<file path="src/rtl/mux_pkg.sv">
// mux_pkg: shared modes and defaults for the N-to-1 pipelined operand mux
package mux_pkg;

    typedef enum logic {
        MODE_SEL = 1'b0,
        MODE_RR  = 1'b1
    } mode_e;

    localparam int DEFAULT_WIDTH = 32;
    localparam int DEFAULT_N     = 4;
    localparam int STALL_CNT_W   = 16;

endpackage

</file>
<file path="src/rtl/rr_arbiter.sv">
// rr_arbiter: combinational round-robin pick, scanning upward from ptr+1 with modulo-N wrap
module rr_arbiter #(
    parameter int N = 4,
    localparam int SEL_W = $clog2(N)
) (
    input  logic [N-1:0]     req,
    input  logic [SEL_W-1:0] ptr,
    output logic             gnt_valid,
    output logic [SEL_W-1:0] gnt_idx
);

    // first requester after ptr wins; wrap done by subtraction so N need not be a power of two
    always_comb begin
        int c;
        c         = 0;
        gnt_valid = 1'b0;
        gnt_idx   = '0;
        for (int i = 1; i <= N; i++) begin
            c = int'(ptr) + i;
            if (c >= N) c = c - N;
            if (!gnt_valid && req[c]) begin
                gnt_valid = 1'b1;
                gnt_idx   = SEL_W'(c);
            end
        end
    end

endmodule

</file>
<file path="src/rtl/mux_n_1_pipe.sv">
// mux_n_1_pipe: registered N-to-1 mux with valid/ready handshakes, explicit-select or round-robin
// Optional: define MUX_STALL_CNT_EN to add a saturating backpressure cycle counter (stall_cnt).
module mux_n_1_pipe
    import mux_pkg::*;
#(
    parameter int WIDTH = DEFAULT_WIDTH,
    parameter int N     = DEFAULT_N,
    localparam int SEL_W = $clog2(N)
) (
    input  logic               clk,
    input  logic               rst,
    input  logic               mode,
    input  logic [SEL_W-1:0]   sel,
    input  logic [N*WIDTH-1:0] in_data,
    input  logic [N-1:0]       in_valid,
    output logic [N-1:0]       in_ready,
    output logic [WIDTH-1:0]   out_data,
    output logic [SEL_W-1:0]   out_sel,
    output logic               out_valid,
    input  logic               out_ready
`ifdef MUX_STALL_CNT_EN
    ,
    output logic [STALL_CNT_W-1:0] stall_cnt
`endif
);

    localparam int NP = 1 << SEL_W;

    logic [WIDTH-1:0] out_data_q, out_data_d;
    logic [SEL_W-1:0] out_sel_q, out_sel_d;
    logic             out_valid_q, out_valid_d;
    logic [SEL_W-1:0] rr_ptr_q, rr_ptr_d;

    logic [NP-1:0]    valid_pad;
    logic             arb_valid, gnt_valid, can_load, fire;
    logic [SEL_W-1:0] arb_idx, gnt_idx;

    rr_arbiter #(.N(N)) u_arb (
        .req       (in_valid),
        .ptr       (rr_ptr_q),
        .gnt_valid (arb_valid),
        .gnt_idx   (arb_idx)
    );

    // grant selection and next-state; padding in_valid makes sel >= N read as not valid
    always_comb begin
        valid_pad   = NP'(in_valid);
        gnt_valid   = (mode == MODE_RR) ? arb_valid : valid_pad[sel];
        gnt_idx     = (mode == MODE_RR) ? arb_idx : sel;
        can_load    = !out_valid_q || out_ready;
        fire        = can_load && gnt_valid;
        in_ready    = fire ? (N'(1) << gnt_idx) : '0;
        out_data_d  = fire ? in_data[gnt_idx*WIDTH +: WIDTH] : out_data_q;
        out_sel_d   = fire ? gnt_idx : out_sel_q;
        out_valid_d = fire || (out_valid_q && !out_ready);
        rr_ptr_d    = (fire && mode == MODE_RR) ? gnt_idx : rr_ptr_q;
    end

    // output register and round-robin pointer; pointer starts at N-1 so channel 0 goes first
    always_ff @(posedge clk or posedge rst) begin
        if (rst) begin
            out_data_q  <= '0;
            out_sel_q   <= '0;
            out_valid_q <= 1'b0;
            rr_ptr_q    <= SEL_W'(N - 1);
        end else begin
            out_data_q  <= out_data_d;
            out_sel_q   <= out_sel_d;
            out_valid_q <= out_valid_d;
            rr_ptr_q    <= rr_ptr_d;
        end
    end

    assign out_data  = out_data_q;
    assign out_sel   = out_sel_q;
    assign out_valid = out_valid_q;

`ifdef MUX_STALL_CNT_EN
    logic [STALL_CNT_W-1:0] stall_cnt_q;

    // saturating count of cycles where a registered word is held by backpressure
    always_ff @(posedge clk or posedge rst) begin
        if (rst) stall_cnt_q <= '0;
        else if (out_valid_q && !out_ready && stall_cnt_q != '1) stall_cnt_q <= stall_cnt_q + 1'b1;
    end

    assign stall_cnt = stall_cnt_q;
`endif

endmodule

</file>
<file path="config.mk">
export PLATFORM = sky130hd
export DESIGN_NAME = mux_n_1_pipe
export DESIGN_NICKNAME = d
export VERILOG_FILES = /design/src/rtl/mux_pkg.sv /design/src/rtl/rr_arbiter.sv /design/src/rtl/mux_n_1_pipe.sv
export SDC_FILE = /design/constraint.sdc
export NUM_CORES = 1
export LEC_CHECK = 0
export ABC_AREA = 0
export BUFFER_PORTS_ARGS = -buffer_cell sky130_fd_sc_hd__buf_2
export CAP_MARGIN = 40
export CORE_ASPECT_RATIO = 1.2
export CORE_MARGIN = 4
export CORE_UTILIZATION = 45
export CTS_CLUSTER_SIZE = 16
export DETAILED_ROUTE_END_ITERATION = 6
export PLACE_DENSITY = 0.83
export RECOVER_POWER = 100
export SETUP_SLACK_MARGIN = 0.15
export SLEW_MARGIN = 15
export SYNTH_ARGS = -nofsm -noshare
export SYNTH_HDL_FRONTEND = slang
export SYNTH_HIERARCHICAL = 1
export SYNTH_SLANG_ARGS = --single-unit
</file>
<file path="constraint.sdc">
create_clock -name clk -period 4.1 [get_ports clk]
set_input_delay 0.82 -clock clk [delete_from_list [all_inputs] [get_ports clk]]
set_output_delay 0.82 -clock clk [all_outputs]
set_load 0.005 [all_outputs]
</file>
Word level (Yosys, flattened, before mapping)
Index checks and enable logic that the tools add are counted.

$add $sub $neg: 8. Order comparisons: 9. Shift operators: 2. Muxes and demuxes: 29. Reductions and logical operators: 13.

Operator list (count): 32-bit by 4-bit greater-or-equal comparator with 1-bit output, second input constant (4); 32-bit by 4-bit less-than comparator with 1-bit output, second input constant (4); 32-bit 2-to-1 mux (4); 128-bit by 8-bit variable part select with 32-bit output (1); 32-bit by 4-bit subtractor with 32-bit output, second input constant (4); 1-bit 2-to-1 mux (14); 1-bit binary-select mux with 2-bit select (5); 2-bit 2-to-1 mux (5); 2-bit by 2-bit adder with 3-bit output, second input constant (2); 1-bit logical AND (6); 1-bit logical NOT (5); 2-bit by 3-bit adder with 4-bit output, second input constant (1); 4-bit 2-to-1 mux (1); 1-bit by 2-bit << shifter with 4-bit output, first input constant (1); 2-bit by 1-bit adder with 3-bit output, second input constant (1); 2-bit by 3-bit less-than comparator with 1-bit output, second input constant (1); 1-bit logical OR (2).

Bits in registers: 37. Output and inout bits: 39.

Depth between registers and ports, before layout
Gate-level depths: netlist (run 1).

Word-level depth: 19. Mapped depth: 7.

Hierarchy
The synthesis (run 1) kept the hierarchy.

By module, submodules not included: mux_n_1_pipe (instances 1, cells each 132, area each 2467.4 µm², seq. area each 928.4 µm²); rr_arbiter (instances 1, cells each 14, area each 91.3 µm², seq. area each 0.0 µm²).

Worst setup path after synthesis (run 1)
OpenSTA, ideal clock, no wires.

Path type: input port to output port. From: input in_valid[2]. To: output in_ready[2]. Arrival time: 2.138 ns. Slack: 1.142 ns. Stages: 6. Buffers on the path: 1. Cells stage by stage: and2b_1 a21oi_2 o221ai_2 mux2i_4 buf_4 nor4b_1.

Longest elaborated chain between the ends: 16.

RTL lines: start, declared (line mux_n_1_pipe.sv:15) `input logic [N-1:0] in_valid,`; 1-bit binary-select mux with 2-bit select (line rr_arbiter.sv:21) `if (!gnt_valid && req[c]) begin`; 1-bit 2-to-1 mux (implied by the code) (2 in a row) (line rr_arbiter.sv:21); 1-bit 2-to-1 mux (line rr_arbiter.sv:21); 1-bit logical NOT (line rr_arbiter.sv:21); 1-bit logical AND (line rr_arbiter.sv:21); 1-bit 2-to-1 mux (line rr_arbiter.sv:21); 1-bit logical NOT (line rr_arbiter.sv:21); 1-bit logical AND (line rr_arbiter.sv:21); 1-bit 2-to-1 mux (line rr_arbiter.sv:21); 1-bit logical NOT (line rr_arbiter.sv:21); 1-bit logical AND (line rr_arbiter.sv:21); 2-bit 2-to-1 mux (*) (line rr_arbiter.sv:21); net arb_idx[0] (line mux_n_1_pipe.sv:36) `logic [SEL_W-1:0] arb_idx, gnt_idx;`; 2-bit 2-to-1 mux (*) (line mux_n_1_pipe.sv:49) `gnt_idx = (mode == MODE_RR) ? arb_idx : sel;`; 1-bit by 2-bit << shifter with 4-bit output (*) (line mux_n_1_pipe.sv:52) `in_ready = fire ? (N'(1) << gnt_idx) : '0;`; 4-bit 2-to-1 mux (*) (line mux_n_1_pipe.sv:52); end, declared (line mux_n_1_pipe.sv:16) `output logic [N-1:0] in_ready,`.

Mark *: on every way through the listed nets, which the timed path passes. The rest lies on a longest branch. The select of a mux whose other input is x is not followed.

Worst setup path in the final report (run 1)
From: input sel[0]. To: output in_ready[0].

Longest elaborated chain between the ends: 5.

RTL lines: start, declared (line mux_n_1_pipe.sv:13) `input logic [SEL_W-1:0] sel,`; 1-bit binary-select mux with 2-bit select (line mux_n_1_pipe.sv:48) `gnt_valid = (mode == MODE_RR) ? arb_valid : valid_pad[sel];`; 1-bit 2-to-1 mux (implied by the code) (line mux_n_1_pipe.sv:48); 1-bit 2-to-1 mux (line mux_n_1_pipe.sv:48); 1-bit logical AND (line mux_n_1_pipe.sv:51) `fire = can_load && gnt_valid;`; 4-bit 2-to-1 mux (*) (line mux_n_1_pipe.sv:52).

Every way passes the cells marked *; elsewhere a longest branch is shown, timed or not. The select of a mux whose other input is x is not followed.

==> results of run 1 <==
==> worst paths after layout <==
check / from / end / slack [ps] / depth (start not counted)
max: sel[0] / in_ready[0] / 820 / 6
min: out_data[6]$_DFFE_PP0P_ / out_data[6]$_DFFE_PP0P_ / 490 / 1
max reg2reg: rr_ptr_q[1]$_DFFE_PP1P_ / out_data[18]$_DFFE_PP0P_ / 1200 / 6
min reg2reg: out_data[6]$_DFFE_PP0P_ / out_data[6]$_DFFE_PP0P_ / 490 / 1
max in group asynchronous: rst / out_data[5]$_DFFE_PP0P_ / 1980 / 4
min in group asynchronous: rst / out_data[18]$_DFFE_PP0P_ / 530 / 2
==> cells by family (layout without fill, tap and decap cells) <==
logic type | after synthesis | after routing | share of synthesized area, %
mux | 71 | 71 | 53.3
compound gates | 9 | 9 | 2.54
simple gates | 16 | 16 | 3.91
flops | 37 | 37 | 36.3
buf+inv | 13 | 192 | 3.96
==> per-stage QoR <==
stage	power, W	std cells	worst slack (ps)	cell area [sq um]	hold WS, ps
floorplan	0.00117	146	1140	2560	503
global placement	0.00143	378	933	3470	488
detailed placement	0.00147	379	815	3500	491
CTS	0.00173	387	937	3580	514
global route	0.00167	387	714	3400	512
finish	0.00157	387	822	3400	492
==> metal layers <==
layer	up-vias	share of wire, %	global-route usage (%)
met4	0	1.5	5.59
met5	-	0	0
met1	1027	37	22.8
li1	957	-	-
met2	96	55	37.3
met3	10	6.9	5.29
==> state kept, by name, summed over array words and instances (netlist names) <==
name,flops
rr_ptr_q,2
out_sel,2
out_valid,1
out_data,32
==> layout make-up <==
| cell class | instances | area share, % |
|---|---|---|
| timing repair buffer | 182 | 26.0 |
| sequential | 37 | 27.3 |
| tap | 62 | 2.28 |
| inverter | 2 | 0.221 |
| multi-input combinational | 96 | 41.6 |
| clock inverter | 3 | 0.515 |
| clock buffer | 5 | 2.02 |
==> where the power goes <==
part           switching, W  internal (W)
logic              0.000302      0.000398
clock network      0.000127      0.000117
registers         0.0000957      0.000526
==> cell usage after synthesis (all sizes together), types with 2 or more instances <==
cell type	count
mux2	34
o21ai	2
nand2b	3
dfstp	2
nor2	4
dfrtp	35
a21oi	3
mux4	33
nand2	2
buf	10
mux2i	4
o31ai	2
inv	2
nor4b	2
==> implementation parameters, run 1 <==
Parameter                              Value

Routing
  Post-route ant nets    0
  DRC violation count after routing    0
  DR vias    around 2,100
  DR vias/cell    5.40
  Initial DRT Pass Iterations    4
  Post-detailed-routing wire length    7350 um
  Average routed wire per standard cell    19.0 um
  Violation count after the first detailed-route iteration    49

Synth
  Per-instance average area after synthesis    around 18 sq um
  Portion of the post-synthesis area used by sequential elements    36.3%
  Post-synth top area share    34.2%
  Number of register bits inferred by synthesis    37
  Net count after synthesis    284
  Synth Warn #    6
  Prevailing post-synth register cell    sky130_fd_sc_hd__dfrtp_1
  Most area-consuming cells after synthesis    sky130_fd_sc_hd__dfrtp_1 34%, sky130_fd_sc_hd__mux2_4 17%, sky130_fd_sc_hd__mux4_1 16%
  Post-synthesis cell count    146
  Cell variety after synth    30
  Share of synthesized flip-flops with an asynchronous set or reset    100%
  Cell type with the highest aggregate area in the netlist    sky130_fd_sc_hd__dfrtp_1
  Post-synth EDFFs    0
  Post-Syn Area    2560 sq um

Die
  Core outline area    5410 sq um
  Height of the chip    90.6 um
  Num ports    around 180
  Die Outline Area    6960 sq um
  Initial standard-cell utilization of the core    47.3%
  Rows    29
  Width of the die    slightly below 80 um

STA
  Crit share post-route    around four fifths
  Slew @ Worst Pin    approximately 930 ps
  Final critical path time including I/O delays and setup    3280 ps
  Highest clock rate    between 300 and 400 MHz
  Worst setup skew after layout    5.03 ps
  Remaining max-slew budget at the tightest pin    37.9%
  Final hold violation count    0
  Final count of negative-setup-slack endpoints    0
  Unrepaired setup endpoints after global routing    no
  Max Slew Vio Count    0
  Sum of negative setup slack    0 ps

Worst setup path
  Slowest cell on the critical path    sky130_fd_sc_hd__mux2i_1
  Nature of the critical path endpoint    primary output
  Crit path required time    around 3300 ps
  Critical path buffers and inverters    2
  Setup crit start kind    input port
  Data arrival time of the critical path    2460 ps
  Kind of cell with the highest combined delay on the critical path    multiplexers
  Delay of the slowest cell on the worst path    600 ps
  CP Cell Sequence    clkbuf_1, mux4_2, mux2i_1, nor2_4, and3_1, clkbuf_1
  Max FO, Critical Path    9
  Critical Setup Path Class    input port to primary output
  Most frequent cell on the critical path    sky130_fd_sc_hd__clkbuf_1

Run status
  Run status    complete, no violations

Place
  Buffers added on ports    between 150 and 200
  Hpwl dp    between 6000 and 7000 um
  Gp weighted congestion    0.866

Global routing
  Global-route wire length before repair    ~11,000 um
  Number of global-route vias before repair    ~2,300
  Global route total overflow    0
  Largest net degree at the start of global routing    33
  Number of antenna violations at the first check in global routing    0
  Overall global routing resource usage    about a fifth

Power
  Leakage power summed over all cells    1.62 nW
  Power Density    roughly 460 nW/um^2
  Max rail drop VDD    0.000229 V

Cells and area
  FF+latch area    just over 900 sq um
  Fraction of final layout cells sized beyond drive strength 1    ~59%
  Net count of the finished layout    roughly 460
  Number of filler cells placed in the layout    456
  Highest-count cells in the layout ignoring fill and taps    151 x sky130_fd_sc_hd__buf_2, 35 x sky130_fd_sc_hd__dfrtp_1, 29 x sky130_fd_sc_hd__mux2_1, 27 x sky130_fd_sc_hd__clkbuf_1, 17 x sky130_fd_sc_hd__mux4_2
  Synthesis-to-layout area growth    32.9%
  Antenna diode count    0
  Leading cell type in the layout, fill and taps excluded    sky130_fd_sc_hd__buf_2
  Core utilization of the finished layout    62.9%
  Multi-input gate area    1420 sq um

Clock tree
  Post-cts hold buffer count    0
  CTS tree    built
  CTS H-Tree Depth    2
  Post-CTS resize count    0
  Latest clock arrival within the worst-skew pair    280 ps
  Number of CTS-inserted buffers    5
  Clock Tree Root    sky130_fd_sc_hd__clkbuf_8
  Setup repair bufs after CTS    0
  Bufs on Longest Clock Path    2
  Post-CTS clock slew at the launch and capture registers of the worst setup and hold paths    70 ps
  Count of clock tree sinks    37

Run
  Max cap viols    0

Min path
  Kind of path behind the tightest hold check    register to register
Power figures use the tool's default switching activity.
==> run 2: changes to the inputs <==
ABC_AREA = 1   (was 0)
CORE_UTILIZATION = 41   (was 45)
PLACE_DENSITY = 0.75   (was 0.83)
clock period = 2.95 ns   (was 4.1 ns; I/O delays follow)
==> run 2 against run 1 <==
  * Cell area increased by 25%
  * Final cell count increased by 110%
  * Synthesized cell count increased to 3.7 times the previous value
  * Clock power increased by 48%
  * Wire length increased by 31%
  * First-iteration DRC count increased to 3.0 times the previous value
  * Largest power group unchanged
==> implementation parameters, run 2 <==
Parameter                              Value

STA
  Final count of negative-setup-slack endpoints    0
  Slew @ Worst Pin    just over 1000 ps
  Max Slew Vio Count    0
  Final hold violation count    0
  Final critical path time including I/O delays and setup    2820 ps
  Unrepaired setup endpoints after global routing    yes
  WHS    roughly 200 ps
  Highest clock rate    354 MHz
  Crit share post-route    95.7%
  Remaining max-slew budget at the tightest pin    30.9%
  Worst setup skew after layout    around 8.0 ps

Clock tree
  Clock Tree Root    sky130_fd_sc_hd__clkbuf_8
  Number of CTS-inserted buffers    5
  Latest clock arrival within the worst-skew pair    around 280 ps
  Count of clock tree sinks    37
  Bufs on Longest Clock Path    2
  CTS tree    built
  Post-CTS clock slew at the launch and capture registers of the worst setup and hold paths    80 ps
  Post-cts hold buffer count    0
  CTS H-Tree Depth    2

Synth
  Post-synthesis cell count    544
  Commonest cells in the netlist    414 x sky130_fd_sc_hd__nand2_1, 35 x sky130_fd_sc_hd__dfrtp_1, 16 x sky130_fd_sc_hd__buf_2
  Per-instance average area after synthesis    5.68 sq um
  Synth Warn #    6
  Complex-gate fraction of the synthesized area    1.74%
  Cell variety after synth    23
  Prevailing post-synth register cell    sky130_fd_sc_hd__dfrtp_1
  Post-Syn Area    3090 sq um
  Share of synthesized flip-flops with an asynchronous set or reset    100%
  Portion of the post-synthesis area used by sequential elements    30.0%
  Post-synth top area share    a little over 50%
  Cell with the most instances after synthesis    sky130_fd_sc_hd__nand2_1
  Post-synth EDFFs    0
  Cell type with the highest aggregate area in the netlist    sky130_fd_sc_hd__nand2_1
  Dominant combinational cell family by area after synthesis    simple AND/OR/NAND/NOR gates
  Post-synthesis adder-cell area fraction    0%
  Net count after synthesis    between 600 and 700
  Simple-gate area share of the yosys netlist    59.2%
  Xor and xnor fraction of the mapped netlist area    0%
  Most area-consuming cells after synthesis    sky130_fd_sc_hd__nand2_1 50%, sky130_fd_sc_hd__dfrtp_1 28%, sky130_fd_sc_hd__buf_6 3.6%
  Share of cell area taken by muxes after synthesis    0%
  Number of register bits inferred by synthesis    37

Global routing
  Overall global routing resource usage    between 20% and 30%
  Global-route wire length before repair    around 15,000 um
  Number of global-route vias before repair    3,439
  Number of antenna violations at the first check in global routing    1
  Global route total overflow    0
  Largest net degree at the start of global routing    41

Worst setup path
  Max FO, Critical Path    7
  Critical path buffers and inverters    3
  Crit path required time    about 2400 ps
  Setup crit start kind    register
  Nature of the critical path endpoint    primary output
  Data arrival time of the critical path    around 2200 ps
  Delay of the slowest cell on the worst path    roughly 560 ps
  Most frequent cell on the critical path    sky130_fd_sc_hd__nand2_4
  Critical Setup Path Class    register to primary output
  Slowest cell on the critical path    sky130_fd_sc_hd__dfstp_2
  Kind of cell with the highest combined delay on the critical path    simple AND/OR/NAND/NOR gates
  CP Cell Sequence    buf_12, nand2_1, nand2_4, nand2_4, nand2_4, nor2_4, buf_4, nand4_1, nand2_1, nand3_2, nand2_4, nor3_4, clkbuf_1

Cells and area
  Number of flip-flops under the largest register name    32
  Leading cell type in the layout, fill and taps excluded    sky130_fd_sc_hd__nand2_1
  Fraction of final layout cells sized beyond drive strength 1    30.0%
  Cell area after layout    4240 sq um
  Net count of the finished layout    between 800 and 900
  Final cell count without fillers    a little over 800
  Highest-count cells in the layout ignoring fill and taps    409 x sky130_fd_sc_hd__nand2_1, 146 x sky130_fd_sc_hd__buf_2, 35 x sky130_fd_sc_hd__dfrtp_1, 32 x sky130_fd_sc_hd__clkbuf_1, 21 x sky130_fd_sc_hd__buf_4
  Antenna diode count    0
  Synthesis-to-layout area growth    37.1%

Routing
  Initial DRT Pass Iterations    4
  Post-route ant nets    0
  Violation count after the first detailed-route iteration    around 150
  DR vias    3,798
  DR vias/cell    4.65
  Post-detailed-routing wire length    9630 um
  DRC violation count after routing    0
  Average routed wire per standard cell    roughly 12 um

Power
  Max rail drop VDD    0.000523 V
  Leakage power summed over all cells    ~2.7 nW
  Tot Pwr    0.00388 W
  Power Density    915 nW/um^2

Min path
  Kind of path behind the tightest hold check    input port to async pin

Run
  Max cap viols    0

Die
  Width of the die    87.3 um
  Die Outline Area    around 9000 sq um
  Height of the chip    103 um
  Initial standard-cell utilization of the core    42.3%
  Core outline area    between 7000 and 8000 sq um
  Num ports    177
  Rows    34

Place
  Hpwl dp    7280 um
  Gp weighted congestion    0.819
  Cell Area, Placed    3970 sq um
  Cell count after placement    ~800
  Buffers added on ports    176

Run status
  Run status    complete, no violations
[run 2: changes by cell type after synthesis, sizes merged, moves of 2 or more]
| cell | delta |
|---|---|
| o21ai | +2 |
| buf | +19 |
| nand2b | -3 |
| nand2 | +429 |
| nor3 | +4 |
| nand4 | +5 |
| inv | +14 |
| nand3 | +9 |
| nor4b | -2 |
| mux4 | -33 |
| o31ai | -2 |
| mux2 | -34 |
| mux2i | -4 |
[run 2: cell type report]
class | count | area (sq um)
Inverter | 16 | 77.6
Multi-Input combinational cell | 462 | 1960
Fill cell | 788 | 3080
Sequential cell | 37 | 928
Timing Repair Buffer | 203 | 1060
Tap cell | 90 | 113
Clock inverter | 2 | 13.8
Clock buffer | 6 | 82.6
[run 2: logic make-up after synthesis]
group,Yosys count
simple gates,454
buf+inv,45
flops,37
compound gates,8
[run 2: worst paths after layout]
| check | start | endpoint | slack (ps) | cells past startpoint |
|---|---|---|---|---|
| worst max-delay path | rr_ptr_q[0]$_DFFE_PP1P_ | in_ready[2] | 130 | 13 |
| worst min-delay path | rst | out_data[4]$_DFFE_PP0P_ | 200 | 2 |
| worst max register to register | rr_ptr_q[0]$_DFFE_PP1P_ | out_data[30]$_DFFE_PP0P_ | 290 | 20 |
| worst min register to register | out_data[7]$_DFFE_PP0P_ | out_data[7]$_DFFE_PP0P_ | 480 | 2 |
| max in group asynchronous | rst | out_data[8]$_DFFE_PP0P_ | 1100 | 4 |
| min in group clk | out_data[7]$_DFFE_PP0P_ | out_data[7]$_DFFE_PP0P_ | 480 | 2 |
[run 2: per-layer routing]
metal	GRT usage (%)	vias to the layer above	wire, um
met4	4.49	2	106
met2	36.7	139	4670
met3	3.52	12	739
met5	0	-	13
met1	24.7	1654	4100
li1	-	1991	-
[run 2: repair_timing]
action / CTS / global route
gates resized for setup: 11 / 21
pin swaps: 8 / 4
setup endpoints to repair: 4 / 36
setup buffers: 9 / 7
[run 2: worst reg2reg max path, stage by stage, from the launching register on]
cell	delay (ps)
sky130_fd_sc_hd__dfstp_2	560
sky130_fd_sc_hd__buf_12	130
sky130_fd_sc_hd__inv_8	60
sky130_fd_sc_hd__nand2_4	80
sky130_fd_sc_hd__nand2_4	60
sky130_fd_sc_hd__nand2_4	70
sky130_fd_sc_hd__buf_4	110
sky130_fd_sc_hd__a21oi_1	60
sky130_fd_sc_hd__a21oi_1	170
sky130_fd_sc_hd__nand3_2	120
sky130_fd_sc_hd__inv_1	70
sky130_fd_sc_hd__nand2_1	50
sky130_fd_sc_hd__nand2_2	120
sky130_fd_sc_hd__clkbuf_4	160
sky130_fd_sc_hd__buf_4	330
sky130_fd_sc_hd__nand2_1	110
sky130_fd_sc_hd__nand2_1	100
sky130_fd_sc_hd__nand2_1	60
sky130_fd_sc_hd__nand2_1	60
sky130_fd_sc_hd__nand2_1	50
sky130_fd_sc_hd__nand2_1	60
[run 2: report_power, final]
part	internal, W	switching, W	leakage, nW
Clock	0.000189	0.000173	0.0512
Sequential	0.000739	0.000146	0.463
Combinational	0.00101	0.00163	2.17
Total	0.00193	0.00195	2.68
[run 2: through the flow]
step | TNS [ps] | utilization [%] | setup WS (ps)
floorplan | 0 | - | 457
global placement | 0 | 53.9 | 289
detailed placement | 0 | 54.3 | 250
CTS | 0 | 57.1 | 155
global route | -4.54 | 57.9 | -4.54
finish | 0 | 57.9 | 126
